<file path="src/rtl/breakout_score.sv">
// breakout_score
// Score, lives and high-score bookkeeping for Breakout. All outputs are
// 4-bit BCD digits so they can drive HEX seven-segment encoders directly.
// A hit is added to the 3-digit score one digit per cycle. The score
// saturates at 999.
//
// Ports:
//   clk                  system clock, all state on the rising edge
//   reset                asynchronous active-low reset
//   new_game             synchronous restart pulse; highest priority
//   hit_valid/hit_ready  brick-hit handshake
//   hit_points[3:0]      binary points for a hit, clamped to 9
//   ball_lost            synchronous pulse; removes one life
//   score2..score0       committed score digits (hundreds, tens, ones)
//   high2..high0         high-score digits; cleared only by reset
//   lives_bcd            remaining lives, 0-9
//   game_over            high while lives_bcd == 0
module breakout_score #(
    parameter logic [3:0] START_LIVES = 4'd3
) (
    input  logic       clk,
    input  logic       reset,
    input  logic       new_game,
    input  logic       hit_valid,
    input  logic [3:0] hit_points,
    output logic       hit_ready,
    input  logic       ball_lost,
    output logic [3:0] score2,
    output logic [3:0] score1,
    output logic [3:0] score0,
    output logic [3:0] high2,
    output logic [3:0] high1,
    output logic [3:0] high0,
    output logic [3:0] lives_bcd,
    output logic       game_over
);

    typedef enum logic [1:0] {IDLE, ADD0, ADD1, ADD2} state_t;

    state_t     state_q, state_d;
    logic [3:0] w2_q, w1_q, w0_q, w2_d, w1_d, w0_d;
    logic [3:0] p_q, p_d;
    logic       carry_q, carry_d;
    logic [3:0] score2_q, score1_q, score0_q, score2_d, score1_d, score0_d;
    logic [3:0] high2_q, high1_q, high0_q, high2_d, high1_d, high0_d;
    logic [3:0] lives_q, lives_d;

    logic [4:0] sum0, sum1, sum2;
    logic       accept;

    assign game_over = (lives_q == 4'd0);
    assign hit_ready = (state_q == IDLE) && !game_over;
    assign accept    = hit_valid && hit_ready;

    // Digit sums are one bit wider so the >9 decimal carry is visible.
    assign sum0 = {1'b0, w0_q} + {1'b0, p_q};
    assign sum1 = {1'b0, w1_q} + {4'b0000, carry_q};
    assign sum2 = {1'b0, w2_q} + {4'b0000, carry_q};

    always_comb begin
        state_d  = state_q;
        w2_d     = w2_q;
        w1_d     = w1_q;
        w0_d     = w0_q;
        p_d      = p_q;
        carry_d  = carry_q;
        score2_d = score2_q;
        score1_d = score1_q;
        score0_d = score0_q;
        high2_d  = high2_q;
        high1_d  = high1_q;
        high0_d  = high0_q;
        lives_d  = lives_q;

        case (state_q)
            IDLE: begin
                // BCD digits compare correctly as one packed binary word.
                if ({score2_q, score1_q, score0_q} > {high2_q, high1_q, high0_q}) begin
                    high2_d = score2_q;
                    high1_d = score1_q;
                    high0_d = score0_q;
                end
                if (accept) begin
                    p_d     = (hit_points > 4'd9) ? 4'd9 : hit_points;
                    w2_d    = score2_q;
                    w1_d    = score1_q;
                    w0_d    = score0_q;
                    state_d = ADD0;
                end
            end
            ADD0: begin
                // Subtracting 10 modulo 16 on the low nibble gives the
                // right digit for every sum in 10..18.
                carry_d = (sum0 > 5'd9);
                w0_d    = carry_d ? (sum0[3:0] - 4'd10) : sum0[3:0];
                state_d = ADD1;
            end
            ADD1: begin
                carry_d = (sum1 > 5'd9);
                w1_d    = carry_d ? (sum1[3:0] - 4'd10) : sum1[3:0];
                state_d = ADD2;
            end
            ADD2: begin
                // Only 9xx + carry can overflow the hundreds digit.
                if (sum2 > 5'd9) begin
                    score2_d = 4'd9;
                    score1_d = 4'd9;
                    score0_d = 4'd9;
                end else begin
                    score2_d = sum2[3:0];
                    score1_d = w1_q;
                    score0_d = w0_q;
                end
                state_d = IDLE;
            end
            default: state_d = IDLE;
        endcase

        if (ball_lost && (lives_q != 4'd0)) begin
            lives_d = lives_q - 4'd1;
        end

        // Restart overrides the adder and lives; the high score is kept.
        if (new_game) begin
            state_d  = IDLE;
            score2_d = 4'd0;
            score1_d = 4'd0;
            score0_d = 4'd0;
            lives_d  = START_LIVES;
        end
    end

    always_ff @(posedge clk or negedge reset) begin
        if (!reset) begin
            state_q  <= IDLE;
            w2_q     <= 4'd0;
            w1_q     <= 4'd0;
            w0_q     <= 4'd0;
            p_q      <= 4'd0;
            carry_q  <= 1'b0;
            score2_q <= 4'd0;
            score1_q <= 4'd0;
            score0_q <= 4'd0;
            high2_q  <= 4'd0;
            high1_q  <= 4'd0;
            high0_q  <= 4'd0;
            lives_q  <= START_LIVES;
        end else begin
            state_q  <= state_d;
            w2_q     <= w2_d;
            w1_q     <= w1_d;
            w0_q     <= w0_d;
            p_q      <= p_d;
            carry_q  <= carry_d;
            score2_q <= score2_d;
            score1_q <= score1_d;
            score0_q <= score0_d;
            high2_q  <= high2_d;
            high1_q  <= high1_d;
            high0_q  <= high0_d;
            lives_q  <= lives_d;
        end
    end

    assign score2    = score2_q;
    assign score1    = score1_q;
    assign score0    = score0_q;
    assign high2     = high2_q;
    assign high1     = high1_q;
    assign high0     = high0_q;
    assign lives_bcd = lives_q;

endmodule

</file>
<file path="config.mk">
export PLATFORM = sky130hd
export DESIGN_NAME = breakout_score
export DESIGN_NICKNAME = d
export VERILOG_FILES = /design/src/rtl/breakout_score.sv
export SDC_FILE = /design/constraint.sdc
export NUM_CORES = 1
export LEC_CHECK = 0
export CAP_MARGIN = 20
export CELL_PAD_IN_SITES_DETAIL_PLACEMENT = 0
export CELL_PAD_IN_SITES_GLOBAL_PLACEMENT = 1
export CORE_AREA = 8 8 90 92
export DETAILED_ROUTE_END_ITERATION = 7
export DIE_AREA = 0 0 98 100
export PLACE_DENSITY = 0.88
export SLEW_MARGIN = 20
export SYNTH_ARGS = -nofsm -noshare
export SYNTH_HDL_FRONTEND = slang
export SYNTH_SLANG_ARGS = --single-unit
</file>
<file path="constraint.sdc">
create_clock -name clk -period 4.1 [get_ports clk]
set_input_delay 0.82 -clock clk [delete_from_list [all_inputs] [get_ports clk]]
set_output_delay 0.82 -clock clk [all_outputs]
set_load 0.01 [all_outputs]
</file>
* Word level (Yosys, flattened, before mapping)
Cells that the tools add are included.
Word-level totals: logic and storage cells 67, output and inout bits 30, bits of input ports 9, register bits after elaboration 47
Cells by class: muxes and demuxes 22, $add $sub $neg 6, reduce and logical (&&, ||, !) cells 16, equal/unequal tests 5, order comparisons 5
Operator list (number):
- 4-bit two-way mux | 16
- 4-bit one-hot mux with 2 select lines | 2
- 5-bit by 4-bit greater-than comparator with 1-bit output, second input constant | 3
- 12-bit greater-than comparator | 1
- 4-bit by 1-bit adder with 5-bit output | 2
- 2-bit nonzero test | 5
- 2-bit one-hot mux with 4 select lines | 1
- 2-bit AND reduction | 4
- 4-bit subtractor, second input constant | 2
- 4-bit by 4-bit adder with 5-bit output | 1
- 2-bit == test, second input constant | 2
- 4-bit greater-than comparator, second input constant | 1
- 4-bit logical NOT | 1
- 2-bit two-way mux | 2
- 4-bit nonzero test | 1
- 4-bit by 1-bit subtractor with 4-bit output, second input constant | 1
- 1-bit logical AND | 3
- 3-bit inequality test, second input constant | 1
- 2-bit by 1-bit == test with 1-bit output, second input constant | 1
- 2-bit logical NOT | 1
- 2-bit inequality test, second input constant | 1
- 1-bit one-hot mux with 2 select lines | 1
- 1-bit logical NOT | 1

* Depth between registers and ports, before layout
depth in word-level cells 7, depth in mapped cells 10, mapped depth without buffers 10

* Least setup slack after synthesis
OpenSTA, ideal clock, no wires.
path type register to register, start reg w0_q[0], end reg w0_q[2], arrival 2.445 ns, clock period less this slack 2.521 ns, stages on the path, launching flop included 11, setup time 0.076 ns, path buffers 0, required time 4.024 ns, path slack 1.579 ns, cell sequence dfrtp_1 ha_1 inv_1 fa_1 xor2_1 ha_1 nor2b_1 a31o_2 o311ai_2 mux2_2 o21ai_1
On the way: word-level cells in the longest chain between the ends 4, elaborated cells between the ends (all ways) 5, those cells by class add/sub: 2; order compare: 1; mux: 2
RTL lines:
- start, declared | RTL line 41 | logic [3:0] w2_q, w1_q, w0_q, w2_d, w1_d, w0_d;
- start signal, assigned | RTL line 152 | w0_q <= w0_d;
- 4-bit by 4-bit adder with 5-bit output (*) | RTL line 56 | assign sum0 = {1'b0, w0_q} + {1'b0, p_q};
- 4-bit subtractor / 5-bit by 4-bit greater-than comparator with 1-bit output (equally long branches) | RTL line 95, 94
- 4-bit two-way mux (*) | RTL line 95 | w0_d = carry_d ? (sum0[3:0] - 4'd10) : sum0[3:0];
- 4-bit one-hot mux with 2 select lines (*) | RTL line 75 | case (state_q)
Mark *: on every way between the ends. The rest lies on a longest branch, timed or not. A chain may end at the register's enable or synchronous reset.

* Worst setup path in the final report
start reg lives_q[0], in the netlist lives_bcd[0], end out hit_ready
On the way: word-level cells in the longest chain between the ends 3
RTL lines:
- start, declared | RTL line 46 | logic [3:0] lives_q, lives_d;
- start signal, assigned | RTL line 161 | lives_q <= lives_d;
- 4-bit logical NOT | RTL line 51 | assign game_over = (lives_q == 4'd0);
- 1-bit logical NOT | RTL line 52 | assign hit_ready = (state_q == IDLE) && !game_over;
- 1-bit logical AND | RTL line 52
- end, declared | RTL line 26 | output logic hit_ready,
Every way passes these cells.

==> out/qor.csv <==
metric;value;unit
ir_worst_vdd;214;uV
synthTopCellsByCount;45 x dfrtp_1, 33 x nor2_1, 29 x ha_1, 29 x inv_1, 21 x a21oi_1;
grt_pass1_vias;2279;
clk_path_buf_depth;2;
drtPass1Iterations;5;
outcome;completed;
period_needed;2920;ps
required;3280;ps
area_delta_synth_final;18.8;%
cts_tree;yes;
drt_iter0_markers;112;
post_drt_wl_per_cell;15.9;um
worstMarginPinSlew;833;ps
setup_violations;0;
cts_root_buffer;clkbuf_8;
ys.warnings.count;0;
period_share;71.3;%
yosysUniqueCellTypes;56;
synth_ff_type;dfrtp_1;
wl_met3;284;um
syn_inst;293;
async_flop_share;100;%
ant_nets;0;
cp_max_fo;5;
fin_tns_setup;0;ps
track_usage;14.1;%
fin_skew;7.16;ps
start_util;44.5;%
dp_hpwl;4940;um
setup.worst_path.start_class;register;
stdcell_count;412;
clk_pin_slew;90;ps
cts_resized;0;
critPathArrivalTime;2100;ps
core;0.00664;mm2
ctsHoldBuffers;0;
drt-met1-wl;3030;um
totalWireLength;6540;um
yosys.area.top_type;dfrtp_1;
place.port_buffers;38;
finalHoldViolCount;0;
die_w;98;um
h-tree-depth;2;
diodes;0;
clk_latency;300;ps
die-area;0.00980;mm2
syn_area_per_cell;10.1;um2
end_kind;primary output;
grt_max_degree;48;
fp.dieH;100;um
numPlacedInstances;404;
fmax;0.342;GHz
synth.area.top_cells;dfrtp_1 38%, ha_1 12%, mux2_4 5.1%, nor2_1 4.2%, inv_1 3.7%;
overflow;0;
synth_edf_count;0;
synth_most_common_cell;dfrtp_1;
maxCapViolations;0;
cts_setup_buffers;0;
grt_pass1_wl;11300;um
vias;2208;
clock-sinks;47;
top_layer;met4;
rsz0062_at_grt;no;
antenna_found_initial;0;
rows;30;
via_per_inst;5.36;
syn_area;0.00296;mm2
hold_path_class;reg -> reg;
power_per_cell_area;664;mW/mm2
synth_seq_area_share;39.9;%
wl_met2;3120;um
synth-seq-cells;47;
p_leak;1.61;nW
drc;0;
synth_top_area_share;38.1;%
timing.slew.headroom;43.9;%
final_max_slew_viol_count;0;
cts_buffers;5;
num_io_pins;39;
drive_gt1_share;12.7;%
globalplace.congestion;0.799;
crit_type;reg -> out;
synth_nets;332;
final_nets;370;
==> layer usage <==
metal	up-vias	global-route usage, %
li1	1098	-
met1	1062	17.1
met2	39	23.9
met3	9	3.46
met4	0	4.68
met5	-	0
==> report_power, final <==
group	internal, W	switching, W	leakage (nW)
clock network	0.000182	0.000166	0.0581
logic	0.000622	0.000684	0.928
registers	0.000565	0.000113	0.628
==> layout by cell type (no fill, tap or decap), drive strengths merged, types with 8 or more instances in the layout <==
| cell type | n |
|---|---|
| dfrtp | 45 |
| clkdlybuf4s50 | 37 |
| nor2 | 33 |
| inv | 29 |
| ha | 29 |
| a21oi | 21 |
| mux2 | 19 |
| o21ai | 10 |
| nor2b | 9 |
| nand2b | 9 |
| nor3 | 8 |
| nand2 | 8 |
==> path summary, 6_finish.rpt <==
kind / startpoint / endpoint / slack, ps / cells past startpoint
worst max-delay path: lives_bcd[0] / hit_ready / 1180 / 6
worst min-delay path: p_q[2] / p_q[2] / 500 / 2
worst max register to register: w0_q[0] / w0_q[2] / 1340 / 10
worst min register to register: p_q[2] / p_q[2] / 500 / 2
max in group asynchronous: reset / w1_q[3] / 3180 / 1
min in group asynchronous: reset / lives_bcd[3] / 510 / 1
==> area by class of cell <==
type	count	area (um2)
repair buffers	39	385
multi-input cells	209	1630
clock inverters	3	43.8
fillers	609	3130
clock buffers	5	68.8
flip-flops and latches	47	1180
well taps	80	100
inverters	29	109
==> logic make-up (layout without fill, tap and decap cells) <==
kind of cell    after synthesis  count (layout)  synth area share (%)
simple gates                 88              88                  15.7
fa+ha+maj                    30              30                  13.0
buf+inv                      37              76                  5.12
flops                        47              47                  39.9
xor+xnor                      9               9                  2.67
compound gates               59              59                  13.8
mux                          23              23                  9.86
==> through the flow <==
step / setup slack [ps] / utilization, % / hold slack, ps / power (W) / instance area (um2)
floorplan: 1580 / - / 454 / 0.00168 / 2960
global placement: 1490 / 51.1 / 471 / 0.00196 / 3400
detailed placement: 1350 / 51.1 / 482 / 0.00200 / 3400
CTS: 1140 / 52.8 / 504 / 0.00236 / 3510
global route: 1020 / 52.8 / 541 / 0.00254 / 3510
finish: 1180 / 52.8 / 497 / 0.00233 / 3510
==> critical path, cell delays in order (launching register included) <==
cell             delay [ps]
dfstp_2                 550
inv_1                    80
ha_1                    190
or3b_1                  270
inv_1                    90
nor2_1                   90
clkdlybuf4s50_1         540
Note: power is estimated with default switching activity, not from simulation.
